<file path="src/rtl/mips_ctrl_pkg.sv">
// Shared definitions for the multi-cycle MIPS control FSM: opcodes, state
// encoding and datapath mux/ALU select codes.
package mips_ctrl_pkg;

  typedef enum logic [3:0] {
    ST_RST    = 4'd0,
    ST_FETCH  = 4'd1,
    ST_DECODE = 4'd2,
    ST_MADDR  = 4'd3,
    ST_MRD    = 4'd4,
    ST_MWB    = 4'd5,
    ST_MWR    = 4'd6,
    ST_EXEC   = 4'd7,
    ST_RWB    = 4'd8,
    ST_AEX    = 4'd9,
    ST_AWB    = 4'd10,
    ST_BR     = 4'd11,
    ST_JMP    = 4'd12
  } state_e;

  localparam logic [5:0] OP_RTYPE = 6'b000000;
  localparam logic [5:0] OP_J     = 6'b000010;
  localparam logic [5:0] OP_BEQ   = 6'b000100;
  localparam logic [5:0] OP_BNE   = 6'b000101;
  localparam logic [5:0] OP_ADDI  = 6'b001000;
  localparam logic [5:0] OP_LW    = 6'b100011;
  localparam logic [5:0] OP_SW    = 6'b101011;

  localparam logic [1:0] ALUOP_ADD   = 2'b00;
  localparam logic [1:0] ALUOP_SUB   = 2'b01;
  localparam logic [1:0] ALUOP_FUNCT = 2'b10;

  localparam logic [1:0] PCSRC_ALU    = 2'b00;
  localparam logic [1:0] PCSRC_ALUOUT = 2'b01;
  localparam logic [1:0] PCSRC_JUMP   = 2'b10;

  localparam logic [1:0] SRCB_RT     = 2'b00;
  localparam logic [1:0] SRCB_FOUR   = 2'b01;
  localparam logic [1:0] SRCB_IMM    = 2'b10;
  localparam logic [1:0] SRCB_IMM_SH = 2'b11;

  // States that hold on the memory ready handshake and are watched by the timer.
  function automatic logic is_wait_state(input state_e s);
    return (s == ST_FETCH) || (s == ST_MRD) || (s == ST_MWR);
  endfunction

endpackage

</file>
<file path="src/rtl/multicycle_control_mem_wait_timer.sv">
// Saturating wait-cycle counter for the memory handshake watchdog.
// TIMEOUT of 0 keeps expired_o low permanently.
module mem_wait_timer #(
  parameter int unsigned TIMEOUT = 255,
  localparam int unsigned CNT_W = (TIMEOUT > 32'd0) ? $clog2(TIMEOUT + 32'd1) : 1
) (
  input  logic clk,
  input  logic rst,
  input  logic clear_i,
  input  logic en_i,
  output logic expired_o
);

  localparam logic [CNT_W-1:0] LIMIT = CNT_W'(TIMEOUT);

  logic [CNT_W-1:0] cnt_q, cnt_d;

  // next count: clear wins, otherwise count up to LIMIT and hold there
  always_comb begin
    cnt_d = cnt_q;
    if (clear_i) begin
      cnt_d = '0;
    end else if (en_i && (cnt_q != LIMIT)) begin
      cnt_d = cnt_q + CNT_W'(1);
    end else begin
      cnt_d = cnt_q;
    end
  end

  // count register
  always_ff @(posedge clk or posedge rst) begin
    if (rst) begin
      cnt_q <= '0;
    end else begin
      cnt_q <= cnt_d;
    end
  end

  assign expired_o = (TIMEOUT != 32'd0) && (cnt_q == LIMIT);

endmodule

</file>
<file path="src/rtl/multicycle_control.sv">
// Multi-cycle MIPS main control FSM: FETCH/DECODE then a per-class path,
// with a watchdog on every memory wait.
module multicycle_control
  import mips_ctrl_pkg::*;
#(
  parameter int unsigned OPCODE_W = 6,
  parameter int unsigned ALUOP_W  = 2,
  parameter bit          EN_BNE   = 1'b1,
  parameter bit          EN_ADDI  = 1'b1,
  parameter int unsigned TIMEOUT  = 255
) (
  input  logic                clk,
  input  logic                rst,
  input  logic [OPCODE_W-1:0] opcode,
  input  logic                mem_ready,
  output logic                pc_write,
  output logic                pc_wr_eq,
  output logic                pc_wr_ne,
  output logic [1:0]          pc_source,
  output logic                iord,
  output logic                mem_read,
  output logic                mem_write,
  output logic                ir_write,
  output logic                mem_to_reg,
  output logic                reg_dst,
  output logic                reg_write,
  output logic                alu_src_a,
  output logic [1:0]          alu_src_b,
  output logic [ALUOP_W-1:0]  aluop,
  output logic                instr_done,
  output logic                illegal_op,
  output logic                mem_timeout
);

  state_e state_q, state_d;
  logic   is_bne_q, is_bne_d;
  logic   is_lw_q, is_lw_d;
  logic   mem_timeout_q, mem_timeout_d;
  state_e dec_target_s;
  logic   waiting_s, expired_s, abort_s, tmr_en_s, tmr_clear_s;

  // Successor of DECODE; FETCH marks an unsupported opcode.
  function automatic state_e decode_target(input logic [OPCODE_W-1:0] op);
    state_e t;
    case (op)
      OPCODE_W'(OP_LW),
      OPCODE_W'(OP_SW):    t = ST_MADDR;
      OPCODE_W'(OP_RTYPE): t = ST_EXEC;
      OPCODE_W'(OP_ADDI):  t = EN_ADDI ? ST_AEX : ST_FETCH;
      OPCODE_W'(OP_BEQ):   t = ST_BR;
      OPCODE_W'(OP_BNE):   t = EN_BNE ? ST_BR : ST_FETCH;
      OPCODE_W'(OP_J):     t = ST_JMP;
      default:             t = ST_FETCH;
    endcase
    return t;
  endfunction

  assign dec_target_s = decode_target(opcode);
  assign waiting_s    = is_wait_state(state_q);
  assign tmr_en_s     = waiting_s && !mem_ready;
  assign abort_s      = tmr_en_s && expired_s;
  // the counter only survives a cycle that keeps stalling in the same wait
  assign tmr_clear_s  = !tmr_en_s || abort_s;

  mem_wait_timer #(
    .TIMEOUT(TIMEOUT)
  ) u_timer (
    .clk      (clk),
    .rst      (rst),
    .clear_i  (tmr_clear_s),
    .en_i     (tmr_en_s),
    .expired_o(expired_s)
  );

  // state, decode latches and sticky timeout flag
  always_ff @(posedge clk or posedge rst) begin
    if (rst) begin
      state_q       <= ST_RST;
      is_bne_q      <= 1'b0;
      is_lw_q       <= 1'b0;
      mem_timeout_q <= 1'b0;
    end else begin
      state_q       <= state_d;
      is_bne_q      <= is_bne_d;
      is_lw_q       <= is_lw_d;
      mem_timeout_q <= mem_timeout_d;
    end
  end

  // next-state logic
  always_comb begin
    state_d       = state_q;
    is_bne_d      = is_bne_q;
    is_lw_d       = is_lw_q;
    mem_timeout_d = mem_timeout_q | abort_s;
    case (state_q)
      ST_RST: state_d = ST_FETCH;
      ST_FETCH: begin
        if (mem_ready) begin
          state_d = ST_DECODE;
        end else begin
          state_d = ST_FETCH;
        end
      end
      ST_DECODE: begin
        is_bne_d = (opcode == OPCODE_W'(OP_BNE));
        is_lw_d  = (opcode == OPCODE_W'(OP_LW));
        state_d  = dec_target_s;
      end
      ST_MADDR: begin
        if (is_lw_q) begin
          state_d = ST_MRD;
        end else begin
          state_d = ST_MWR;
        end
      end
      ST_MRD: begin
        if (mem_ready) begin
          state_d = ST_MWB;
        end else if (abort_s) begin
          state_d = ST_FETCH;
        end else begin
          state_d = ST_MRD;
        end
      end
      ST_MWR: begin
        if (mem_ready || abort_s) begin
          state_d = ST_FETCH;
        end else begin
          state_d = ST_MWR;
        end
      end
      ST_EXEC: state_d = ST_RWB;
      ST_AEX:  state_d = ST_AWB;
      ST_MWB, ST_RWB, ST_AWB, ST_BR, ST_JMP: state_d = ST_FETCH;
      default: state_d = ST_RST;
    endcase
  end

  // Moore output decode; FETCH load enables and the MWR done pulse follow mem_ready
  always_comb begin
    pc_write   = 1'b0;
    pc_wr_eq   = 1'b0;
    pc_wr_ne   = 1'b0;
    pc_source  = PCSRC_ALU;
    iord       = 1'b0;
    mem_read   = 1'b0;
    mem_write  = 1'b0;
    ir_write   = 1'b0;
    mem_to_reg = 1'b0;
    reg_dst    = 1'b0;
    reg_write  = 1'b0;
    alu_src_a  = 1'b0;
    alu_src_b  = SRCB_RT;
    aluop      = ALUOP_W'(ALUOP_ADD);
    instr_done = 1'b0;
    illegal_op = 1'b0;
    case (state_q)
      ST_FETCH: begin
        mem_read  = 1'b1;
        alu_src_b = SRCB_FOUR;
        pc_write  = mem_ready;
        ir_write  = mem_ready;
      end
      ST_DECODE: begin
        alu_src_b  = SRCB_IMM_SH;
        illegal_op = (dec_target_s == ST_FETCH);
      end
      ST_MADDR, ST_AEX: begin
        alu_src_a = 1'b1;
        alu_src_b = SRCB_IMM;
      end
      ST_MRD: begin
        mem_read = 1'b1;
        iord     = 1'b1;
      end
      ST_MWB: begin
        reg_write  = 1'b1;
        mem_to_reg = 1'b1;
        instr_done = 1'b1;
      end
      ST_MWR: begin
        mem_write  = 1'b1;
        iord       = 1'b1;
        instr_done = mem_ready;
      end
      ST_EXEC: begin
        alu_src_a = 1'b1;
        aluop     = ALUOP_W'(ALUOP_FUNCT);
      end
      ST_RWB: begin
        reg_write  = 1'b1;
        reg_dst    = 1'b1;
        instr_done = 1'b1;
      end
      ST_AWB: begin
        reg_write  = 1'b1;
        instr_done = 1'b1;
      end
      ST_BR: begin
        alu_src_a  = 1'b1;
        aluop      = ALUOP_W'(ALUOP_SUB);
        pc_source  = PCSRC_ALUOUT;
        pc_wr_eq   = !is_bne_q;
        pc_wr_ne   = is_bne_q;
        instr_done = 1'b1;
      end
      ST_JMP: begin
        pc_write   = 1'b1;
        pc_source  = PCSRC_JUMP;
        instr_done = 1'b1;
      end
      default: begin
        pc_write = 1'b0;
      end
    endcase
  end

  assign mem_timeout = mem_timeout_q;

endmodule
</file>
<file path="config.mk">
export PLATFORM = sky130hd
export DESIGN_NAME = multicycle_control
export DESIGN_NICKNAME = d
export VERILOG_FILES = /design/src/rtl/mips_ctrl_pkg.sv /design/src/rtl/multicycle_control_mem_wait_timer.sv /design/src/rtl/multicycle_control.sv
export SDC_FILE = /design/constraint.sdc
export NUM_CORES = 1
export LEC_CHECK = 0
export BUFFER_PORTS_ARGS = -buffer_cell sky130_fd_sc_hd__buf_2
export CORE_UTILIZATION = 52
export CTS_CLUSTER_SIZE = 14
export DETAILED_ROUTE_END_ITERATION = 8
export MAX_ROUTING_LAYER = met4
export PLACE_DENSITY = 0.87
export SYNTH_ARGS = -nofsm -noshare
export SYNTH_HDL_FRONTEND = slang
export SYNTH_SLANG_ARGS = --single-unit
</file>
<file path="constraint.sdc">
create_clock -name clk -period 1.9 [get_ports clk]
set_clock_uncertainty 0.2 [all_clocks]
set_input_delay 0.38 -clock clk [delete_from_list [all_inputs] [get_ports clk]]
set_output_delay 0.38 -clock clk [all_outputs]
set_load 0.05 [all_outputs]
</file>
==> flow_summary.yaml, run 1 <==
outcome:
  status: "aborted with a tool error"
  failing_step: "clock tree synthesis"
  error: "[ERROR DPL-0033] detailed placement checks failed during check placement."
floorplanning:
  io_pins: 29
  initial_core_util: 0.558
  rows: 16
  die-height_um: 48.1
  die_w_um: 48.1
placement:
  place_hpwl_mm: 2.38
  place_area_um2: 1560
  placedCellCount: 208
  port_buffers: 28
  gp_congestion: 0.809
synthesis:
  synth_commonest_cells: "15 x dfrtp_1, 12 x nand2_1, 10 x nor2_1"
  avgSynthCellArea_um2: 8.32
  yosysSeqAreaShare: 0.339
  ys_warn_count: 0
  syn_inst: 133
  syn_nets: 143
  synth_edf_count: 0
  async_reset_ff_frac: 1.00
  netlist_area_um2: 1110
  synth-seq-cells: 15
  ys_top_cells_by_area: "dfrtp_1 34%, nor3_1 4.1%, nand2_1 4.1%"
  synth_cell_types: 45
  synth.most_common_cell: "dfrtp_1"
  synth_top_area_share: 0.339
  ys.flop_type: "dfrtp_1"
  yosysTopAreaCell: "dfrtp_1"
clock_network:
  postCtsResizedCells: 74
  postCtsSetupBuffers: 6
  root_buffer: "clkbuf_4"
  cts_buffers: 3
  clk_path_buf_depth: 2
  cts.sink_count: 15
  htreeDepth: 1
  cts_hold_buffers: 1
==> metrics by stage <==
step	worst slack (ns)	hold WS, ns	util
after floorplan	-0.413	0.0815	-
after detailed placement	-0.139	0.259	0.788
after global placement	-0.0794	0.245	0.788
==> logic make-up after synthesis <==
kind of cell / count (synthesis) / synth area share
compound gates: 28 / 0.170
xor+xnor: 5 / 0.0396
buf+inv: 13 / 0.0600
fa+ha+maj: 1 / 0.0113
flops: 15 / 0.339
simple gates: 71 / 0.380
==> run 2: changes to the inputs <==
--- a/config.mk
+++ b/config.mk
@@ -6,11 +6,10 @@
 export NUM_CORES = 1
 export LEC_CHECK = 0
 export BUFFER_PORTS_ARGS = -buffer_cell sky130_fd_sc_hd__buf_2
-export CORE_UTILIZATION = 52
-export CTS_CLUSTER_SIZE = 14
+export CORE_AREA = 2 2 63 65
 export DETAILED_ROUTE_END_ITERATION = 8
-export MAX_ROUTING_LAYER = met4
-export PLACE_DENSITY = 0.87
+export DIE_AREA = 0 0 65 67
+export PLACE_DENSITY_LB_ADDON = 0.15
 export SYNTH_ARGS = -nofsm -noshare
 export SYNTH_HDL_FRONTEND = slang
 export SYNTH_SLANG_ARGS = --single-unit
==> flow_summary.yaml, run 2 <==
finish:
  mostFrequentLayoutCell: "buf_4"
  layout-drive-gt1-share: 0.552
  syn_to_final_growth_pct: 77.5
  largest_register_ffs: 8
  top_register: "u_timer.cnt_q"
  final_cell_mix: "28 x buf_4, 21 x buf_6, 13 x dfrtp_1"
  antenna_cells: 0
  top_regs: "u_timer.cnt_q (8), state_q (4)"
  layout.nets: 203
outcome:
  failed_checks: "hold timing, setup timing"
  status: "finished with violations"
synthesis:
  synth.most_common_cell: "dfrtp_1"
  netlist_area_um2: 1110
  synth_commonest_cells: "15 x dfrtp_1, 12 x nand2_1, 10 x nor2_1"
  synth-seq-cells: 15
  async_reset_ff_frac: 1.00
  yosysTopAreaCell: "dfrtp_1"
  synth_cell_types: 45
  yosysSeqAreaShare: 0.339
  ys_top_cells_by_area: "dfrtp_1 34%, nor3_1 4.1%, nand2_1 4.1%"
  synth_edf_count: 0
  syn_nets: 143
  ys_warn_count: 0
  avgSynthCellArea_um2: 8.32
  synth_top_area_share: 0.339
  syn_inst: 133
  ys.flop_type: "dfrtp_1"
power_and_ir_drop:
  powerDensity_nw_per_um2: 1490
  power.leakage_uw: 0.000827
  ir_worst_vdd_mv: 0.520
  report.power.total_uw: 2930
floorplanning:
  dieArea_um2: 4360
  die_w_um: 65
  io_pins: 29
  initial_core_util: 0.307
  die-height_um: 67
  coreArea_um2: 3610
  rows: 22
global_routing:
  grt_use_total: 0.156
  use_met2: 0.265
  grt_max_degree: 18
  first_global_vias: 1183
  use_met1: 0.205
  grt_pass1_wl_mm: 5.32
  antenna_found_initial: 0
  met3_usage: 0.0169
  grt-ovfl-total: 0
  grt_busiest_layer: "met2"
setup_path:
  cp_slowest_cell: "dfrtp_2"
  crit_fanout: 4
  endpoint_kind: "primary output"
  path_class: "register to primary output"
  required_ns: 1.32
  slowest_delay_ns: 0.45
  crit_path_start_kind: "register"
  crit_chain: "buf_6, nor2b_4, and3_4, or2_4, buf_8"
  cp.arrival_ns: 1.48
timing:
  rsz0062_at_grt: "true"
  worst_pin_slew_ns: 0.584
  min_period_ns: 2.06
  holdWs_ns: -0.0169
  slew_viol_final: 0
  max_freq_mhz: 485
  setup_viol_count_final: 16
  timing.slew.headroom: 0.610
  hold_violations: 15
  fin_crit_sh: 1.08
  fin_ws_ns: -0.161
route:
  drtIter0Drc: 36
  wirelength_mm: 3.15
  ant_nets: 0
  drc_errors: 0
  wl_per_cell_um: 13.1
  viasPerCell: 4.97
  vias: 1193
  drtPass1Iterations: 4
clock_network:
  path_clk_slew_ns: 0.06
  clk_path_buf_depth: 2
  clk_latency_ns: 0.25
  cts_tree: "yes"
  root_buffer: "clkbuf_8"
  cts_buffers: 3
  htreeDepth: 1
  cts_hold_buffers: 0
  cts.sink_count: 15
placement:
  gp_congestion: 0.791
  pre_cts_slack_ns: -0.230
  port_buffers: 28
  place_hpwl_mm: 2.35
flow_run:
  cap_violations: 0
min_path:
  hold_class: "primary input to asynchronous set/reset pin"
[run 2: cell counts after synthesis]
No cell type changed its count.
[run 2: final cells by class]
type | count | area (µm²)
tap | 48 | 60.1
fill | 334 | 1640
sequential | 15 | 378
timing repair buffer | 64 | 592
inverter | 4 | 15.0
clock inverter | 1 | 5.00
clock buffer | 3 | 41.3
multi-input combinational | 105 | 872
[run 2: stage by stage]
step / utilization / TNS (ns) / instance area [µm²] / hold slack [ns] / instances
finish: 0.544 / -1.24 / 1960 / -0.0169 / 240
global route: 0.544 / -2.17 / 1960 / 0.0447 / 240
CTS: 0.520 / -1.29 / 1880 / 0.00922 / 237
detailed placement: 0.448 / -0.234 / 1620 / 0.257 / 231
global placement: 0.448 / -0.0874 / 1620 / 0.252 / 231
floorplan: - / -1.71 / 1220 / 0.0815 / 133
[run 2: worst max-delay path, delay by kind of cell (launching register included)]
family	cells	cell delay (ns)
and+or+nand+nor	3	0.51
DFF	1	0.45
buffers and inverters	2	0.28
[run 2: where the power goes]
group / total, µW / internal, µW / switching, µW
clock: 257 / 145 / 112
sequential: 483 / 393 / 90.8
combinational: 2190 / 998 / 1190
[run 2: routing by layer]
metal	share of wire	vias to the layer above	routed length [µm]
met1	0.47	569	1480
li1	-	600	-
met2	0.50	20	1560
met5	0	-	0
met3	0.021	4	66
met4	0.012	0	37
[run 2: path summary, 6_finish.rpt]
path,slack (ns),endpoint,start,depth (start not counted)
worst max-delay path,-0.16,pc_write,state_q[0],5
worst min-delay path,-0.02,u_timer.cnt_q[2],rst,2
worst max register to register,0.10,state_q[0],state_q[0],5
worst min register to register,0.27,is_lw_q,is_lw_q,2
max in group asynchronous,1.10,state_q[2],rst,2
min in group clk,0.27,is_lw_q,is_lw_q,2
[run 2: what timing repair did]
action / 4_1_cts / 5_1_grt
buffers inserted: 2 / 3
resized for setup: 58 / 16
setup endpoints to repair: 19 / 18
pin swaps: 5 / 4
[run 2: kinds of logic after synthesis]
kind of cell / synth area share
AND/OR/NAND/NOR: 0.380
AO/OA/AOI/OAI: 0.170
flip-flops: 0.339
buffers and inverters: 0.0600
XOR/XNOR: 0.0396
adder cells (fa/ha/maj): 0.0113
No activity file was read; power rests on OpenSTA's default activity.
==> run 3: changes to the inputs <==
--- a/config.mk
+++ b/config.mk
@@ -9,7 +9,7 @@
 export CORE_AREA = 2 2 63 65
 export DETAILED_ROUTE_END_ITERATION = 8
 export DIE_AREA = 0 0 65 67
-export PLACE_DENSITY_LB_ADDON = 0.15
+export PLACE_DENSITY = 0.62
 export SYNTH_ARGS = -nofsm -noshare
 export SYNTH_HDL_FRONTEND = slang
 export SYNTH_SLANG_ARGS = --single-unit
==> flow_summary.yaml, run 3 (synthesis results as in run 2) <==
setup_path:
  crit_fanout: 7
  crit_path_start: "state_q[3]"
  endpoint_kind: "primary output"
  path_class: "register to primary output"
  r2r-end: "state_q[0]"
  rrSetupSlack_ns: 0.05
  r2r_start: "state_q[0]"
  required_ns: 1.32
  cp-endpoint: "instr_done"
  r2r_cells: 6
  cp.arrival_ns: 1.50
  crit_path_start_kind: "register"
timing:
  max_freq_mhz: 481
  fin_crit_sh: 1.10
  worst_pin_slew_ns: 0.580
  min_period_ns: 2.08
  hold_violations: 0
  timing.slew.headroom: 0.613
  rsz0062_at_grt: "true"
  fin_ws_ns: -0.181
  setup_viol_count_final: 15
  slew_viol_final: 0
clock_network:
  cts_buffers: 3
  path_clk_slew_ns: 0.06
  cts.sink_count: 15
  clk_latency_ns: 0.25
  root_buffer: "clkbuf_8"
  htreeDepth: 1
  clk_path_buf_depth: 2
  cts_tree: "yes"
route:
  wl_per_cell_um: 14.4
  top_layer: "met4"
  route.met3.wl_um: 92
  drt-met1-wl_mm: 1.43
  drc_errors: 0
  drtPass1Iterations: 4
  vias: 1272
  met2_length_mm: 2.03
  wirelength_mm: 3.59
  drtIter0Drc: 40
  viasPerCell: 5.09
  ant_nets: 0
placement:
  port_buffers: 28
  place_hpwl_mm: 2.31
  place_area_um2: 1610
  gp_congestion: 0.900
  placedCellCount: 232
floorplanning:
  coreArea_um2: 3610
  initial_core_util: 0.307
  rows: 22
  dieArea_um2: 4360
  die_w_um: 65
  io_pins: 29
  die-height_um: 67
finish:
  layout.nets: 213
  largest_register_ffs: 8
  layout-drive-gt1-share: 0.579
  top_register: "u_timer.cnt_q"
  antenna_cells: 0
  fin_area_um2: 2090
  fin_util: 0.579
  mostFrequentLayoutCell: "buf_4"
  fin_cells: 250
  syn_to_final_growth_pct: 88.7
  final_cell_mix: "32 x buf_4, 23 x buf_6, 14 x dfrtp_1"
  top_regs: "u_timer.cnt_q (8), state_q (4)"
global_routing:
  grt_max_degree: 16
  antenna_found_initial: 0
  first_global_vias: 1236
  grt_pass1_wl_mm: 5.31
  grt_use_total: 0.155
  grt-ovfl-total: 0
flow_run:
  cap_violations: 0
power_and_ir_drop:
  clockPowerShare: 0.080
  swShare: 0.469
  report.power.total_uw: 3270
  p_int_uw: 1740
  ir_worst_vdd_mv: 0.580
  p_comb_frac: 0.777
  seq_power_share: 0.143
  power.leakage_uw: 0.000886
  power_switching_uw: 1540
  powerDensity_nw_per_um2: 1570
outcome:
  status: "finished with violations"
  failed_checks: "setup timing"
min_path:
  hold_class: "register to register"
==> run 3: cell count changes in the layout (fill, tap and decap cells not counted), sizes merged <==
cell	delta
buf	+8
dlygate4sd3	+1
o21ai	+1
==> run 3: worst min-delay path by stage <==
| stage | startpoint | cells past startpoint | endpoint |
|---|---|---|---|
| 6_report | mem_timeout | 2 | mem_timeout |
| 5_1_grt | u_timer.cnt_q[0] | 1 | u_timer.cnt_q[0] |
| 4_1_cts | mem_timeout | 2 | mem_timeout |
| 3_5_place_dp | rst | 2 | u_timer.cnt_q[1] |
| 3_3_place_gp | mem_timeout | 2 | mem_timeout |
| 2_1_floorplan | rst | 1 | is_bne_q |
==> run 3: per-layer routing <==
layer  GRT usage  vias to the layer above
met4      0.0559                        0
li1            -                      627
met1       0.182                      609
met5           0                        -
met3      0.0118                        5
met2       0.294                       31
==> run 3: final cells by class <==
type	instances	area, µm²
Fill cell	307	1520
Clock inverter	1	5.00
Inverter	4	15.0
Clock buffer	3	41.3
Tap cell	48	60.1
Timing Repair Buffer	73	669
Multi-Input combinational cell	106	920
Sequential cell	15	377
==> run 3: metrics by stage <==
step                      hold WS (ns)  TNS (ns)  worst slack [ns]
after floorplan                 0.0815     -1.71            -0.413
after global placement           0.254    -0.269            -0.103
after detailed placement         0.257    -0.440            -0.179
after CTS                        0.272     -1.45            -0.184
after global routing             0.310     -2.08            -0.215
final                            0.262     -1.26            -0.181
==> run 3: worst max-delay path, cell delays in order, from the launching register on <==
cell and delay (ns):
dfrtp_2 0.46, buf_4 0.17, nor3b_4 0.21, nand2_2 0.09, a31oi_4 0.14, buf_6 0.18
==> run 3: what timing repair did <==
item	4_1_cts	5_1_grt
setup endpoints to repair	19	23
pin swaps	4	15
buffers inserted	5	7
gates resized for setup	58	32
hold buffers	1	0
endpoints found under the hold margin	15	0
cloned	1	1
==> run 3: power by group through the flow <==
| stage | logic [µW] | clock network [µW] | registers [µW] |
|---|---|---|---|
| 4_1_cts | 2170 | 263 | 460 |
| 3_3_place_gp | 1710 | 0 | 464 |
| 3_5_place_dp | 1750 | 0 | 465 |
| 6_report | 2550 | 261 | 467 |
| 2_1_floorplan | 1250 | 0 | 439 |
| 5_1_grt | 2680 | 276 | 476 |
==> run 4: changes to the inputs <==
==> constraint.sdc (replaced) <==
create_clock -name clk -period 2.24 [get_ports clk]
set_clock_uncertainty 0.2 [all_clocks]
set_input_delay 0.448 -clock clk [delete_from_list [all_inputs] [get_ports clk]]
set_output_delay 0.448 -clock clk [all_outputs]
set_load 0.05 [all_outputs]
==> flow_summary.yaml, run 4 (synthesis results as in run 2) <==
setup_path:
  path_delay_family: "simple AND/OR/NAND/NOR gates"
  crit_fanout: 6
  r2r_start: "state_q[0]"
  rrSetupSlack_ns: 0.34
  slowest_delay_ns: 0.41
  crit_chain: "buf_2, nor2_1, and3_1, or2_2, buf_2"
  r2r_cells: 5
  cp.arrival_ns: 1.55
  r2r-end: "state_q[0]"
  path_buf_inv: 2
  crit_top_cell: "buf_2"
  cp_slowest_cell: "dfrtp_2"
  required_ns: 1.59
  path_class: "register to primary output"
  endpoint_kind: "primary output"
  crit_path_start_kind: "register"
finish:
  syn_to_final_growth_pct: 43.7
  fin_util: 0.441
  top_register: "u_timer.cnt_q"
  fin_area_um2: 1590
  antenna_cells: 0
  top_regs: "u_timer.cnt_q (8), state_q (4)"
  mostFrequentLayoutCell: "buf_4"
  final_cell_mix: "25 x buf_4, 24 x buf_2, 11 x nand2_1, 11 x dfrtp_1, 9 x nor2_1"
  layout.nets: 192
  largest_register_ffs: 8
  fin_cells: 229
  layout-drive-gt1-share: 0.448
floorplanning:
  die_w_um: 65
  initial_core_util: 0.307
  coreArea_um2: 3610
  rows: 22
  dieArea_um2: 4360
  die-height_um: 67
  io_pins: 29
power_and_ir_drop:
  swShare: 0.507
  p_comb_frac: 0.688
  p_int_uw: 1030
  seq_power_share: 0.207
  power.leakage_uw: 0.000703
  powerDensity_nw_per_um2: 1310
  ir_worst_vdd_mv: 0.361
  clockPowerShare: 0.106
  power_switching_uw: 1060
route:
  drc_errors: 0
  wl_per_cell_um: 13.2
  viasPerCell: 5.13
  ant_nets: 0
  drtPass1Iterations: 4
  drtIter0Drc: 42
  wirelength_mm: 3.02
  vias: 1174
timing:
  slew_viol_final: 0
  holdWs_ns: 0.0397
  hold_violations: 0
  timing.slew.headroom: 0.621
  finalSetupTns_ns: 0
  min_period_ns: 2.20
  max_freq_mhz: 455
  rsz0062_at_grt: "true"
  fin_crit_sh: 0.982
  worst_pin_slew_ns: 0.567
  setup_viol_count_final: 0
placement:
  place_hpwl_mm: 2.14
  placedCellCount: 213
  gp_congestion: 0.776
  port_buffers: 28
  place_area_um2: 1410
global_routing:
  grt_max_degree: 16
  grt-ovfl-total: 0
  antenna_found_initial: 0
  grt_use_total: 0.145
  first_global_vias: 1148
  grt_pass1_wl_mm: 4.91
clock_network:
  htreeDepth: 1
  clk_path_buf_depth: 2
  root_buffer: "clkbuf_8"
  path_clk_slew_ns: 0.06
  cts_hold_buffers: 0
  cts_tree: "yes"
  cts.sink_count: 15
  cts_buffers: 3
  clk_latency_ns: 0.25
min_path:
  hold_class: "primary input to asynchronous set/reset pin"
outcome:
  status: "finished, final reports clean"
flow_run:
  cap_violations: 0
[run 4: metal layers]
metal	vias up	track usage	wire (µm)
met2	33	0.249	1470
li1	584	-	-
met3	7	0.0135	102
met4	0	0.0771	68
met1	550	0.178	1380
met5	-	0	0
[run 4: area by class of cell]
type | count | area, µm²
fill | 350 | 2020
multi-input combinational | 105 | 749
sequential | 15 | 380
timing repair buffer | 53 | 339
tap | 48 | 60.1
clock buffer | 4 | 45.0
inverter | 4 | 15.0
[run 4: what timing repair did]
item | 4_1_cts | 5_1_grt
buffers inserted | 3 | 9
resized for setup | 6 | 16
pin swaps | 0 | 1
endpoints found under the setup margin | 10 | 6
[run 4: stage by stage]
stage | setup slack (ns) | total power, µW
2_1_floorplan | -0.212 | 1350
3_3_place_gp | 0.123 | 1620
3_5_place_dp | 0.0713 | 1660
4_1_cts | 0.0157 | 1930
5_1_grt | -0.0348 | 2210
6_report | 0.0407 | 2080
[run 4: power groups by stage]
stage	Clock, µW	Sequential (µW)	Combinational (µW)
after global placement	0	455	1170
after detailed placement	0	463	1200
after global routing	240	442	1520
after CTS	222	454	1260
after floorplan	0	369	983
final	220	430	1430
[run 4: how the worst max path moves through the flow]
stage / start / end / cells after the start
3_3_place_gp: opcode[3] / illegal_op / 5
2_1_floorplan: state_q[0] / pc_write / 4
3_5_place_dp: opcode[3] / illegal_op / 5
5_1_grt: state_q[3] / pc_write / 5
6_report: state_q[3] / pc_write / 5
4_1_cts: state_q[0] / pc_write / 4
